File: config.mk
export PLATFORM = sky130hd
export DESIGN_NAME = mem_arbiter_flat
export DESIGN_NICKNAME = d
export VERILOG_FILES = /design/src/rtl/mem_arbiter_if.sv /design/src/rtl/mem_arbiter.sv /design/src/flat_wrapper.sv
export SDC_FILE = /design/constraint.sdc
export NUM_CORES = 1
export LEC_CHECK = 0
export CORE_MARGIN = 3
export CORE_UTILIZATION = 35
export DETAILED_ROUTE_END_ITERATION = 10
export HOLD_SLACK_MARGIN = 0.02
export PLACE_DENSITY = 0.7
export SYNTH_ARGS = -nofsm -noshare
export SYNTH_HDL_FRONTEND = slang
export SYNTH_SLANG_ARGS = --single-unit
File: constraint.sdc
create_clock -name clk -period 4.4 [get_ports clk]
set_input_delay 1.32 -clock clk [delete_from_list [all_inputs] [get_ports clk]]
set_output_delay 1.32 -clock clk [all_outputs]
set_load 0.02 [all_outputs]
File: src/rtl/mem_arbiter_if.sv
// Bundle of the fetch, data and memory-side ports of mem_arbiter.
// Handshake: each *_req is held with stable operands until its *_ready pulse; mem_req is a one-cycle start strobe and mem_valid a one-cycle completion.
interface mem_arbiter_if #(
  parameter int WIDTH = 32
);
  logic             i_req;
  logic [WIDTH-1:0] i_addr;
  logic             i_ready;
  logic [WIDTH-1:0] i_rdata;

  logic             d_req;
  logic             d_we;
  logic [WIDTH-1:0] d_addr;
  logic [WIDTH-1:0] d_wdata;
  logic [2:0]       d_funct3;
  logic             d_ready;
  logic [WIDTH-1:0] d_rdata;

  logic             mem_req;
  logic             mem_we;
  logic [WIDTH-1:0] mem_addr;
  logic [WIDTH-1:0] mem_wdata;
  logic [2:0]       mem_funct3;
  logic             mem_valid;
  logic [WIDTH-1:0] mem_rdata;

  logic             busy;
  logic             err;
  logic [1:0]       dbg_state;

  modport slave (
    input  i_req, i_addr, d_req, d_we, d_addr, d_wdata, d_funct3, mem_valid, mem_rdata,
    output i_ready, i_rdata, d_ready, d_rdata, mem_req, mem_we, mem_addr, mem_wdata,
           mem_funct3, busy, err, dbg_state
  );

  modport master (
    output i_req, i_addr, d_req, d_we, d_addr, d_wdata, d_funct3, mem_valid, mem_rdata,
    input  i_ready, i_rdata, d_ready, d_rdata, mem_req, mem_we, mem_addr, mem_wdata,
           mem_funct3, busy, err, dbg_state
  );
endinterface

File: src/rtl/mem_arbiter.sv
// Round-robin arbiter sharing one single-port memory between fetch (I) and data (D) requesters,
// one transaction at a time, with a watchdog that ends hung transactions with err.
module mem_arbiter #(
  parameter int WIDTH   = 32,
  parameter int TIMEOUT = 16
) (
  input  logic          clk,
  input  logic          rst,
  mem_arbiter_if.slave  bus
);

  localparam int CW = (TIMEOUT > 2) ? $clog2(TIMEOUT) : 1;

  typedef enum logic [1:0] {
    IDLE   = 2'd0,
    BUSY_I = 2'd1,
    BUSY_D = 2'd2
  } state_e;

  state_e           state_q, state_d;
  logic             last_q, last_d;          // 0 = I granted last, 1 = D
  logic [CW-1:0]    cnt_q, cnt_d;
  logic             mem_req_q, mem_req_d;
  logic             mem_we_q, mem_we_d;
  logic [WIDTH-1:0] mem_addr_q, mem_addr_d;
  logic [WIDTH-1:0] mem_wdata_q, mem_wdata_d;
  logic [2:0]       mem_funct3_q, mem_funct3_d;
  logic             i_ready_q, i_ready_d;
  logic             d_ready_q, d_ready_d;
  logic [WIDTH-1:0] i_rdata_q, i_rdata_d;
  logic [WIDTH-1:0] d_rdata_q, d_rdata_d;
  logic             err_q, err_d;

  logic i_elig, d_elig, grant_i, grant_d, timeout_hit;

  // A side in its ready cycle still shows req; masking stops an immediate re-grant.
  assign i_elig      = bus.i_req & ~i_ready_q;
  assign d_elig      = bus.d_req & ~d_ready_q;
  assign grant_d     = d_elig & (~i_elig | ~last_q);
  assign grant_i     = i_elig & ~grant_d;
  assign timeout_hit = (cnt_q == CW'(TIMEOUT - 1));

  always_comb begin
    state_d      = state_q;
    last_d       = last_q;
    cnt_d        = cnt_q;
    mem_req_d    = 1'b0;
    mem_we_d     = mem_we_q;
    mem_addr_d   = mem_addr_q;
    mem_wdata_d  = mem_wdata_q;
    mem_funct3_d = mem_funct3_q;
    i_ready_d    = 1'b0;
    d_ready_d    = 1'b0;
    err_d        = 1'b0;
    i_rdata_d    = i_rdata_q;
    d_rdata_d    = d_rdata_q;
    case (state_q)
      IDLE: begin
        if (grant_d) begin
          state_d      = BUSY_D;
          last_d       = 1'b1;
          mem_req_d    = 1'b1;
          mem_we_d     = bus.d_we;
          mem_addr_d   = bus.d_addr;
          mem_wdata_d  = bus.d_wdata;
          mem_funct3_d = bus.d_funct3;
          cnt_d        = '0;
        end else if (grant_i) begin
          state_d      = BUSY_I;
          last_d       = 1'b0;
          mem_req_d    = 1'b1;
          mem_we_d     = 1'b0;
          mem_addr_d   = bus.i_addr;
          mem_wdata_d  = '0;
          mem_funct3_d = 3'b010;
          cnt_d        = '0;
        end
      end
      BUSY_I: begin
        if (bus.mem_valid) begin
          state_d   = IDLE;
          i_ready_d = 1'b1;
          i_rdata_d = bus.mem_rdata;
        end else if (timeout_hit) begin
          state_d   = IDLE;
          i_ready_d = 1'b1;
          err_d     = 1'b1;
          i_rdata_d = '0;
        end else begin
          cnt_d = cnt_q + 1'b1;
        end
      end
      BUSY_D: begin
        if (bus.mem_valid) begin
          state_d   = IDLE;
          d_ready_d = 1'b1;
          // A store ack carries no load data, so d_rdata keeps the last load result.
          if (!mem_we_q) d_rdata_d = bus.mem_rdata;
        end else if (timeout_hit) begin
          state_d   = IDLE;
          d_ready_d = 1'b1;
          err_d     = 1'b1;
          d_rdata_d = '0;
        end else begin
          cnt_d = cnt_q + 1'b1;
        end
      end
      default: state_d = IDLE;
    endcase
  end

  always_ff @(posedge clk or negedge rst) begin
    if (!rst) begin
      state_q      <= IDLE;
      last_q       <= 1'b0;
      cnt_q        <= '0;
      mem_req_q    <= 1'b0;
      mem_we_q     <= 1'b0;
      mem_addr_q   <= '0;
      mem_wdata_q  <= '0;
      mem_funct3_q <= 3'b000;
      i_ready_q    <= 1'b0;
      d_ready_q    <= 1'b0;
      i_rdata_q    <= '0;
      d_rdata_q    <= '0;
      err_q        <= 1'b0;
    end else begin
      state_q      <= state_d;
      last_q       <= last_d;
      cnt_q        <= cnt_d;
      mem_req_q    <= mem_req_d;
      mem_we_q     <= mem_we_d;
      mem_addr_q   <= mem_addr_d;
      mem_wdata_q  <= mem_wdata_d;
      mem_funct3_q <= mem_funct3_d;
      i_ready_q    <= i_ready_d;
      d_ready_q    <= d_ready_d;
      i_rdata_q    <= i_rdata_d;
      d_rdata_q    <= d_rdata_d;
      err_q        <= err_d;
    end
  end

  assign bus.mem_req    = mem_req_q;
  assign bus.mem_we     = mem_we_q;
  assign bus.mem_addr   = mem_addr_q;
  assign bus.mem_wdata  = mem_wdata_q;
  assign bus.mem_funct3 = mem_funct3_q;
  assign bus.i_ready    = i_ready_q;
  assign bus.i_rdata    = i_rdata_q;
  assign bus.d_ready    = d_ready_q;
  assign bus.d_rdata    = d_rdata_q;
  assign bus.err        = err_q;
  assign bus.busy       = (state_q != IDLE);
  assign bus.dbg_state  = state_q;

endmodule

File: src/flat_wrapper.sv
// flat-port wrapper written by rule: the top's interface ports become plain ports
module mem_arbiter_flat 
#(
  parameter int WIDTH   = 32,
  parameter int TIMEOUT = 16
)
  (clk, rst, bus_i_req, bus_i_addr, bus_d_req, bus_d_we, bus_d_addr, bus_d_wdata, bus_d_funct3, bus_mem_valid, bus_mem_rdata, bus_i_ready, bus_i_rdata, bus_d_ready, bus_d_rdata, bus_mem_req, bus_mem_we, bus_mem_addr, bus_mem_wdata, bus_mem_funct3, bus_busy, bus_err, bus_dbg_state);
  mem_arbiter_if #(.WIDTH(WIDTH)) bus_i ();
  input  logic clk;
  input  logic rst;
  input wire logic [$bits(bus_i.i_req)-1:0] bus_i_req;
  input wire logic [$bits(bus_i.i_addr)-1:0] bus_i_addr;
  input wire logic [$bits(bus_i.d_req)-1:0] bus_d_req;
  input wire logic [$bits(bus_i.d_we)-1:0] bus_d_we;
  input wire logic [$bits(bus_i.d_addr)-1:0] bus_d_addr;
  input wire logic [$bits(bus_i.d_wdata)-1:0] bus_d_wdata;
  input wire logic [$bits(bus_i.d_funct3)-1:0] bus_d_funct3;
  input wire logic [$bits(bus_i.mem_valid)-1:0] bus_mem_valid;
  input wire logic [$bits(bus_i.mem_rdata)-1:0] bus_mem_rdata;
  output wire logic [$bits(bus_i.i_ready)-1:0] bus_i_ready;
  output wire logic [$bits(bus_i.i_rdata)-1:0] bus_i_rdata;
  output wire logic [$bits(bus_i.d_ready)-1:0] bus_d_ready;
  output wire logic [$bits(bus_i.d_rdata)-1:0] bus_d_rdata;
  output wire logic [$bits(bus_i.mem_req)-1:0] bus_mem_req;
  output wire logic [$bits(bus_i.mem_we)-1:0] bus_mem_we;
  output wire logic [$bits(bus_i.mem_addr)-1:0] bus_mem_addr;
  output wire logic [$bits(bus_i.mem_wdata)-1:0] bus_mem_wdata;
  output wire logic [$bits(bus_i.mem_funct3)-1:0] bus_mem_funct3;
  output wire logic [$bits(bus_i.busy)-1:0] bus_busy;
  output wire logic [$bits(bus_i.err)-1:0] bus_err;
  output wire logic [$bits(bus_i.dbg_state)-1:0] bus_dbg_state;
  assign bus_i.i_req = bus_i_req;
  assign bus_i.i_addr = bus_i_addr;
  assign bus_i.d_req = bus_d_req;
  assign bus_i.d_we = bus_d_we;
  assign bus_i.d_addr = bus_d_addr;
  assign bus_i.d_wdata = bus_d_wdata;
  assign bus_i.d_funct3 = bus_d_funct3;
  assign bus_i.mem_valid = bus_mem_valid;
  assign bus_i.mem_rdata = bus_mem_rdata;
  assign bus_i_ready = bus_i.i_ready;
  assign bus_i_rdata = bus_i.i_rdata;
  assign bus_d_ready = bus_i.d_ready;
  assign bus_d_rdata = bus_i.d_rdata;
  assign bus_mem_req = bus_i.mem_req;
  assign bus_mem_we = bus_i.mem_we;
  assign bus_mem_addr = bus_i.mem_addr;
  assign bus_mem_wdata = bus_i.mem_wdata;
  assign bus_mem_funct3 = bus_i.mem_funct3;
  assign bus_busy = bus_i.busy;
  assign bus_err = bus_i.err;
  assign bus_dbg_state = bus_i.dbg_state;
  mem_arbiter #(.WIDTH(WIDTH), .TIMEOUT(TIMEOUT)) u_core (.clk(clk), .rst(rst), .bus(bus_i));
endmodule
### Yosys cells after proc, flatten, opt, wreduce, memory -nomap -nowiden

Index checks and enable logic that the tools add are counted.

| storage, ports and cells | value |
|---|---|
| bits in registers | 143 |
| word-level logic and storage cells | 75 |

| cells by class | value |
|---|---|
| multiplexer cells | 32 |
| add/sub/neg operators | 1 |
| bitwise operators | 10 |
| equal/unequal tests | 8 |
| reduce and logical (&&, ||, !) cells | 11 |

Operators with widths:

| cell | count |
|---|---|
| 32-bit two-way mux | 8 |
| 4-bit two-way mux | 4 |
| 1-bit two-way mux | 12 |
| 2-bit two-way mux | 4 |
| 4-bit case mux with 2 select lines | 1 |
| 2-bit nonzero test | 4 |
| 3-bit two-way mux | 2 |
| 2-bit inequality test (second input constant) | 3 |
| 3-bit by 1-bit inequality test with 1-bit output (second input constant) | 2 |
| 2-bit AND reduction | 3 |
| 1-bit inverter | 5 |
| 4-bit by 1-bit adder with 4-bit output (second input constant) | 1 |
| 1-bit bitwise AND | 4 |
| 4-bit equality test (second input constant) | 1 |
| 2-bit case mux with 2 select lines | 1 |
| 4-bit AND reduction | 1 |
| 3-bit AND reduction | 1 |
| 2-bit by 1-bit equality test with 1-bit output (second input constant) | 1 |
| 2-bit equality test (second input constant) | 1 |
| 2-bit zero test | 1 |
| 2-bit OR reduction | 1 |
| 1-bit OR | 1 |

### Logic depth before layout (Yosys ltp)

Gate-level depths: netlist of run 1.

| depth | value |
|---|---|
| word-level depth | 10 |
| gate-level depth with buffers | 7 |
| mapped depth without buffers | 6 |

### Least setup slack after synthesis of run 1

Ideal clock, no wire load.

| path | value |
|---|---|
| path kind | reg2out |
| start | register u_core.state_q[0] (netlist: u_core.bus.dbg_state[0]) |
| end | output bus_busy |
| data required time | 3,080 ps |
| slack | 2,051 ps |
| arrival time | 1,029 ps |
| stages on the path, launching flop included | 4 |
| buffers on the path | 0 |
| cells stage by stage | dfrtp_1 -> inv_1 -> ha_1 -> inv_1 |

| on the way | value |
|---|---|
| cells in the longest elaborated chain, start to end | 1 |

Ends and longest elaborated chain:

| what | RTL line | source |
|---|---|---|
| start: declaration | mem_arbiter.sv:20 | `state_e state_q, state_d;` |
| start signal: assignment | mem_arbiter.sv:128 | `state_q <= state_d;` |
| 2-bit nonzero test | mem_arbiter.sv:154 | `assign bus.busy = (state_q != IDLE);` |
| end: declaration | flat_wrapper.sv:29 | `output wire logic [$bits(bus_i.busy)-1:0] bus_busy;` |

No other way between the ends.

### Final worst setup path of run 1

Same ends and word-level chain as after synthesis.

==> results.md, run 1 <==
* Antenna fix cells at 0
* Synth Cell Area at 5800 sq um
* Max-slew headroom at 0.450
* Gr ovfl total at 0
* Yosys warning count at 0
* Width of the die at 135 um
* Internal at around 4300 uW
* Initial DRT Pass Iterations at 4
* Critical path peak fanout at 4
* Setup TNS Final at 0 ps
* Hold_buf cts at 0
* #FFs+latches synth at 143
* CTS tree: done
* # port buffers at ~280
* Crit path kind: flip-flop to output pin
* Commonest cells after routing, fill and taps aside: clkdlybuf4s50_1, dfrtp_1, nand2_1
* Final Cycle Share at 0.765
* GRT Util Overall at 0.185
* Vias at 4799
* Die height at 135 um
* Grt met2 use at 0.306
* R2R Path End: u_core.bus.mem_wdata[1]
* Crit. End Element: output pin
* Commonest non-fill, non-tap cell in the layout: clkdlybuf4s50_1
* Multi-input gate area at 1980 sq um
* Logic pwr share at 0.449
* RSZ-0062 raised after global routing: false
* Post-synth EDFFs at 0
* Worst r2r src: u_core.bus.dbg_state[1]
* Cells after synthesis at 487
* Worst reg2reg setup slack at 2440 ps
* Worst Hold Class: flip-flop to flip-flop
* DR iter-0 viols at between 150 and 200
* H-tree lvl count at 4
* Die area at 18100 sq um
* Psw at 2460 uW
* Remaining DRCs at 0
* Post-Syn Nets at 628
* Met3 usage at 0.0589
* Pre-CTS setup slack at 1080 ps
* Worst Skew at just under 8 ps
* Synth top area cells: dfrtp_1, a22o_1, nand2_1, mux2i_1, o21ai_0
* Slew @ Worst Pin at 823 ps
* Fmax at 297 MHz
* Register Area at ~3600 sq um
* Worst setup startpoint: u_core.bus.dbg_state[0]
* Wire length of the first global-routing pass at 26600 um
* Cell count of the worst reg-to-reg path at 5
* Worst endpoint data arrival time at 2050 ps
* Fin. Hold Viols at 0
* Area after DPL at roughly 8700 sq um
* Min cycle time layout at about 3400 ps
* Critical path required time at slightly above 3000 ps
* Final antenna-violating net count at 0
* Pwr Density at ~730 nW/um^2
* DR WL/cell at ~17 um
* Pleak at between 0.004 and 0.005 uW
* Layout fillers at 1309
* Initial antenna violation count at 0
* MaxCap Viol Count at 0
* Top cell type's share of synthesized area at 0.617
* Worst skew pair latency at 410 ps
* Sw frac at 0.363
* Initial Utilization at 0.361
* Final setup margin at 1030 ps
* Post-layout instance area at between 9000 and 10000 sq um
* Crit start category: flip-flop
* Largest net degree at the start of global routing at 75
* Nets at 894
* Row count at between 40 and 50
* Busiest grt layer: met2
* Dpl hpwl at between 10000 and 15000 um
* Leading area contributor after synthesis: dfrtp_1
* Count of pins over their slew limit at 0
* Clk network pwr share at 0.229
* Sequential share of power at 0.323
* Avg Synthesized Cell Area at around 12 sq um
* Final wirelength at 16400 um
* Top Ports at 276
* IR drop worst, VDD at about 0.32 mV
* Clk buf depth at 2
* Seq/Total Area, Yosys at 0.617
* CTS Root Cell: clkbuf_16
* Core Region at 16100 sq um
* CTS Sinks at 143
* Vias in the first global route at 5001
* RD Place Congestion at 0.768
* Hold Slack at 479 ps
* Post-cts resize count at 0
* Cell variety after synth at 37
* Clock-pin slew on the worst setup and hold paths at 60 ps
* Global routing usage on met1 at 0.230
* Via density at roughly 4.9
* Top_reg_cell synth: dfrtp_1
* Area grow syn2layout at 61.2%
* Post-CTS Repair Setup Buffers at 0
* CP endpoint: bus_busy
* Ys async rst share at 1.00
* Status: completed
* Final Setup Violations at 0
* TritonCTS buffer count at 17
* Final Core Density at 0.582
* Share of cells above drive strength 1 at 0.0862
-- logic make-up (layout without fill, tap and decap cells) --
logic type / after synthesis / after routing / share of synthesized area
AOI/OAI and AO/OA: 151 / 151 / 0.190
DFF: 143 / 143 / 0.617
and+or+nand+nor: 114 / 114 / 0.0844
buffers and inverters: 42 / 321 / 0.0432
muxes: 33 / 33 / 0.0570
adders and majority gates: 4 / 4 / 0.00863
-- Yosys cell counts, types with 3 or more instances --
library cell  instances
nand3_1               4
ha_1                  4
mux2i_1              33
o31ai_1               4
o21ai_1              14
inv_1                 6
dfrtp_1             143
buf_8                 3
buf_6                 4
a21oi_1               3
a22o_1               51
nand2_1              97
o21ai_0              54
clkbuf_1             10
a22o_2               16
buf_2                15
-- final cells by class --
class	instances	share of cell area
clock buffer	18	0.0470
clock inverter	14	0.0218
inverter	6	0.00241
multi-input combinational	302	0.212
sequential	143	0.383
tap	216	0.0289
timing repair buffer	283	0.305
-- registers in the layout, summed over array words and instances (netlist names) --
| register | cells |
|---|---|
| u_core.last_q | 1 |
| u_core.bus.dbg_state | 2 |
| u_core.bus.err | 1 |
| u_core.bus.d_ready | 1 |
| u_core.bus.mem_we | 1 |
| u_core.bus.i_ready | 1 |
| u_core.bus.d_rdata | 32 |
| u_core.bus.mem_req | 1 |
| u_core.bus.mem_addr | 32 |
| u_core.bus.mem_wdata | 32 |
| u_core.bus.i_rdata | 32 |
| u_core.cnt_q | 4 |
| u_core.bus.mem_funct3 | 3 |
-- power groups by stage --
stage | registers, uW | logic (uW) | clock network (uW)
2_1_floorplan | 2820 | 953 | 0
3_3_place_gp | 2190 | 3020 | 0
3_5_place_dp | 2200 | 3080 | 0
4_1_cts | 2190 | 3080 | 1580
5_1_grt | 2260 | 3260 | 1650
6_report | 2190 | 3040 | 1550
-- metal layers --
| metal | vias up | routed length [um] |
|---|---|---|
| met2 | 205 | 8060 |
| met4 | 0 | 252 |
| met1 | 2319 | 6840 |
| met5 | - | 0 |
| li1 | 2258 | - |
| met3 | 17 | 1240 |
-- worst max-delay path: stages, from the launching register on --
cell	delay, ps
dfrtp_1	410
inv_1	80
ha_1	280
inv_1	200
clkdlybuf4s50_1	670
-- how the worst min path moves through the flow --
stage                       startpoint                      end  slack, ps  cells past startpoint
2_1_floorplan          u_core.cnt_q[0]          u_core.cnt_q[0]        470                      1
3_3_place_gp    u_core.bus.d_rdata[10]   u_core.bus.d_rdata[10]        460                      2
3_5_place_dp    u_core.bus.d_rdata[20]   u_core.bus.d_rdata[20]        470                      2
4_1_cts         u_core.bus.d_rdata[20]   u_core.bus.d_rdata[20]        480                      2
5_1_grt        u_core.bus.mem_addr[20]  u_core.bus.mem_addr[20]        500                      2
6_report        u_core.bus.d_rdata[21]   u_core.bus.d_rdata[21]        480                      2
-- per-stage QoR --
step,instances,power (uW)
2_1_floorplan,487,3770
3_3_place_gp,950,5210
3_5_place_dp,950,5280
4_1_cts,982,6860
5_1_grt,982,7170
6_report,982,6780
Note: power is estimated with default switching activity, not from simulation.
==> run 2, diff against run 1 <==
- PLACE_DENSITY: 0.7 -> 0.73
- clock period: 4.4 -> 3 ns (I/O delays scaled with it)
==> results.md, run 2 (synthesis gave the netlist of run 1 again) <==
* CP delay by family, top: buffers and inverters
* Wire length of the first global-routing pass at 26300 um
* Crit-path max cell delay at 420 ps
* Via density at 4.95
* Worst endpoint data arrival time at approximately 1800 ps
* Nets at 897
* Critical path peak fanout at 4
* Initial antenna violation count at 0
* Core Region at 16100 sq um
* Die height at 135 um
* GRT Util Overall at 0.184
* Grt met2 use at 0.312
* Row count at 46
* Worst Skew at 7.13 ps
* Antenna fix cells at 0
* Hold_buf cts at 0
* Pre-CTS setup slack at approximately 300 ps
* Count of pins over their slew limit at 0
* DR iter-0 viols at 182
* Final antenna-violating net count at 0
* Area grow syn2layout at 61.4%
* Setup TNS Final at 0 ps
* Die area at 18100 sq um
* CTS Sinks at approximately 140
* Remaining DRCs at 0
* H-tree lvl count at 4
* CP max stage cell: dfrtp_1
* Initial DRT Pass Iterations at 4
* Commonest non-fill, non-tap cell in the layout: clkdlybuf4s50_1
* Final setup margin at 317 ps
* Fmax at 373 MHz
* Min cycle time layout at between 2000 and 3000 ps
* # port buffers at ~280
* CTS Root Cell: clkbuf_16
* Pwr Density at 1060 nW/um^2
* Crit path cell chain: inv_1 > ha_1 > inv_1 > dlygate4sd2_1
* Top Ports at 276
* Final Setup Violations at 0
* Gr ovfl total at 0
* Crit. End Element: output pin
* Clock-pin slew on the worst setup and hold paths at roughly 60 ps
* IR drop worst, VDD at approximately 0.48 mV
* Post-cts resize count at 1
* Commonest cells after routing, fill and taps aside: clkdlybuf4s50_1, dfrtp_1, nand2_1
* Crit path kind: flip-flop to output pin
* Vias in the first global route at 5073
* MaxCap Viol Count at 0
* RD Place Congestion at between 0.8 and 0.9
* Dpl hpwl at between 10000 and 15000 um
* Worst Hold Class: input pin to asynchronous set/reset pin
* Crit start category: flip-flop
* Met3 usage at 0.0659
* Share of cells above drive strength 1 at 0.0871
* Clk buf depth at 2
* Status: completed
* Final Cycle Share at 0.894
* CTS tree: done
* Global routing usage on met1 at 0.217
* Vias at 4874
* TritonCTS buffer count at 17
* RSZ-0062 raised after global routing: false
* Fin. Hold Viols at 0
* Max-slew headroom at 0.479
* Post-CTS Repair Setup Buffers at 0
* Pleak at 0.00410 uW
* DR WL/cell at 16.9 um
* Worst skew pair latency at 410 ps
* Initial Utilization at 0.361
* Largest net degree at the start of global routing at 65
* Final wirelength at 16600 um
* Busiest grt layer: met2
* Critical path required time at 2100 ps
* Worst path bufs/invs at 3
* Width of the die at 135 um
* Slew @ Worst Pin at 780 ps
* Most used cell, CP: inv_1
## run 2: layout make-up
| type | count | area, sq um |
|---|---|---|
| inverters | 6 | 22.5 |
| flip-flops and latches | 143 | 3580 |
| clock inverters | 13 | 210 |
| multi-input cells | 302 | 1980 |
| fillers | 1248 | 6700 |
| clock buffers | 19 | 433 |
| well taps | 216 | 270 |
| repair buffers | 286 | 2860 |
## run 2: per-layer routing
| metal | part of all wire | wire length [um] |
|---|---|---|
| met1 | 0.39 | 6480 |
| met2 | 0.50 | 8270 |
| met3 | 0.096 | 1600 |
| met4 | 0.016 | 268 |
| met5 | 0 | 0 |
## run 2: worst paths after layout
check,from,cells past startpoint,slack [ps],endpoint
max in group asynchronous,rst,2,1820,u_core.bus.i_rdata[28]
min,rst,1,450,u_core.bus.d_rdata[18]
max,u_core.bus.dbg_state[0],4,320,bus_busy
max reg2reg,u_core.bus.dbg_state[0],5,1060,u_core.bus.mem_wdata[27]
min reg2reg,u_core.bus.mem_addr[12],2,470,u_core.bus.mem_addr[12]
min in group clk,u_core.bus.mem_addr[12],2,470,u_core.bus.mem_addr[12]
## run 2: power by group
| part | switching, uW | total, uW | internal (uW) |
|---|---|---|---|
| registers | 474 | 3210 | 2730 |
| logic | 2310 | 4460 | 2150 |
| clock network | 808 | 2290 | 1480 |
| total | 3590 | 9950 | 6370 |
## run 2: metrics by stage
| step | power, uW | instance area [sq um] | utilization | std cells | hold WS (ps) |
|---|---|---|---|---|---|
| 2_1_floorplan | 5530 | 5800 | - | 487 | 468 |
| 3_3_place_gp | 7610 | 8710 | 0.543 | 953 | 462 |
| 3_5_place_dp | 7730 | 8710 | 0.543 | 953 | 470 |
| 4_1_cts | 10100 | 9360 | 0.583 | 985 | 465 |
| 5_1_grt | 10500 | 9360 | 0.583 | 985 | 480 |
| 6_report | 9950 | 9360 | 0.583 | 985 | 445 |
==> run 3, diff against run 2 <==
- CORE_UTILIZATION: 35 -> 28
- CTS_CLUSTER_SIZE: not set -> 20
- PLACE_DENSITY: 0.73 -> not set
==> results.md, run 3 (synthesis gave the netlist of run 1 again) <==
* Crit path kind: flip-flop to output pin
* Final Setup Violations at 0
* Worst Hold Class: input pin to asynchronous set/reset pin
* Pwr Density at 1050 nW/um^2
* Die area at approximately 22000 sq um
* Global routing usage on met1 at 0.184
* Most used cell, CP: inv_1
* Antenna fix cells at 0
* Max-slew headroom at 0.454
* IR drop worst, VDD at 0.476 mV
* Met3 usage at 0.0618
* Final Cycle Share at 0.851
* Vias at roughly 4800
* Top Ports at 276
* CTS Sinks at approximately 140
* Crit. End Element: output pin
* Count of pins over their slew limit at 0
* Die height at 150 um
* Critical path peak fanout at 4
* Hold_buf cts at 0
* Commonest non-fill, non-tap cell in the layout: clkdlybuf4s50_1
* Worst skew pair latency at about 400 ps
* Area after DPL at 8780 sq um
* CTS Root Cell: clkbuf_16
* # port buffers at 275
* Layout fillers at 1863
* Gr ovfl total at 0
* Clk buf depth at 2
* Initial antenna violation count at 0
* Largest net degree at the start of global routing at between 60 and 70
* Min cycle time layout at 2550 ps
* Worst endpoint data arrival time at 1650 ps
* RD Place Congestion at 0.790
* Initial DRT Pass Iterations at 4
* Setup TNS Final at 0 ps
* Clock-pin slew on the worst setup and hold paths at 60 ps
* Via density at 4.58
* Dpl hpwl at 12600 um
* MaxCap Viol Count at 0
* Critical path required time at roughly 2100 ps
* Grt met2 use at 0.258
* Vias in the first global route at 5056
* Nets at about 900
* Share of cells above drive strength 1 at 0.0871
* Fmax at 392 MHz
* R2R Path End: u_core.bus.mem_wdata[12]
* Pre-CTS setup slack at approximately 230 ps
* Crit start category: flip-flop
* CP max stage cell: dfrtp_1
* TritonCTS buffer count at 17
* H-tree lvl count at 4
* Worst reg2reg setup slack at 1030 ps
* Status: completed
* GRT Util Overall at 0.154
* Remaining DRCs at 0
* Area grow syn2layout at 61.9%
* RSZ-0062 raised after global routing: false
* Worst r2r src: u_core.bus.dbg_state[1]
* Width of the die at 150 um
* Crit-path max cell delay at 400 ps
* Pleak at slightly above 0.004 uW
* Wire length of the first global-routing pass at 27000 um
* Cell count of the worst reg-to-reg path at 5
* Commonest cells after routing, fill and taps aside: clkdlybuf4s50_1, dfrtp_1, nand2_1
* Row count at between 50 and 60
* Final antenna-violating net count at 0
* Crit path cell chain: inv_1 > ha_1 > inv_1 > dlymetal6s2s_1
* Post-layout instance area at 9390 sq um
* Initial Utilization at 0.286
* Core Region at 20300 sq um
* Slew @ Worst Pin at slightly above 800 ps
* DR iter-0 viols at 156
* Worst Skew at ~8.3 ps
* CTS tree: done
* Fin. Hold Viols at 0
* Busiest grt layer: met2
* Pwr Total at between 9000 and 10000 uW
* Final wirelength at about 17000 um
* DR WL/cell at 16.7 um
* Final setup margin at 447 ps
[run 3: cell types whose count changed in the layout (fill, tap and decap cells not counted)]
cell / change
bufinv_16: -2
dlygate4sd2_1: -1
clkinv_4: +2
inv_6: -1
clkbuf_8: +1
dlymetal6s2s_1: +1
[run 3: worst max-delay path by stage]
stage	slack, ps	to	startpoint
6_report	450	bus_busy	u_core.bus.dbg_state[0]
5_1_grt	340	bus_busy	u_core.bus.dbg_state[1]
4_1_cts	20	bus_busy	u_core.bus.dbg_state[1]
3_5_place_dp	230	u_core.bus.mem_addr[12]	bus_i_req
3_3_place_gp	320	u_core.bus.mem_addr[15]	bus_i_req
2_1_floorplan	1070	bus_busy	u_core.bus.dbg_state[0]
[run 3: per-stage QoR]
| stage | std cells | hold WS (ps) | util |
|---|---|---|---|
| 6_report | 1039 | 393 | 0.463 |
| 5_1_grt | 1039 | 394 | 0.463 |
| 4_1_cts | 1039 | 388 | 0.462 |
| 3_5_place_dp | 1007 | 470 | 0.433 |
| 3_3_place_gp | 1007 | 464 | 0.433 |
| 2_1_floorplan | 487 | 468 | - |
[run 3: layout make-up]
type | instances | area, sq um | area share
clock buffers | 20 | 447 | 0.0476
clock inverters | 12 | 159 | 0.0169
inverters | 6 | 22.5 | 0.00240
multi-input cells | 302 | 1980 | 0.211
flip-flops and latches | 143 | 3580 | 0.381
well taps | 270 | 338 | 0.0360
repair buffers | 286 | 2860 | 0.305
[run 3: layer usage]
| metal | up-vias | routed length (um) | share of wire |
|---|---|---|---|
| met5 | - | 0 | 0 |
| met3 | 15 | 1470 | 0.085 |
| met2 | 185 | 8650 | 0.50 |
| met1 | 2295 | 7030 | 0.40 |
| li1 | 2265 | - | - |
| met4 | 0 | 206 | 0.012 |
[run 3: worst max-delay path: cells and delay by family (launching register included)]
family | cells | cell delay, ps
adder cells (fa/ha/maj) | 1 | 280
flip-flops | 1 | 400
buffers and inverters | 3 | 560
[run 3: repair_timing]
item                                    in CTS  in global routing
buffers inserted                             0                  0
resized for setup                            0                  1
endpoints found under the setup margin       0                  1
[run 3: power breakdown]
group	switching [uW]	internal (uW)	leakage [uW]
registers	466	2730	0.00182
clock network	833	1340	0.000291
logic	2310	2160	0.00198
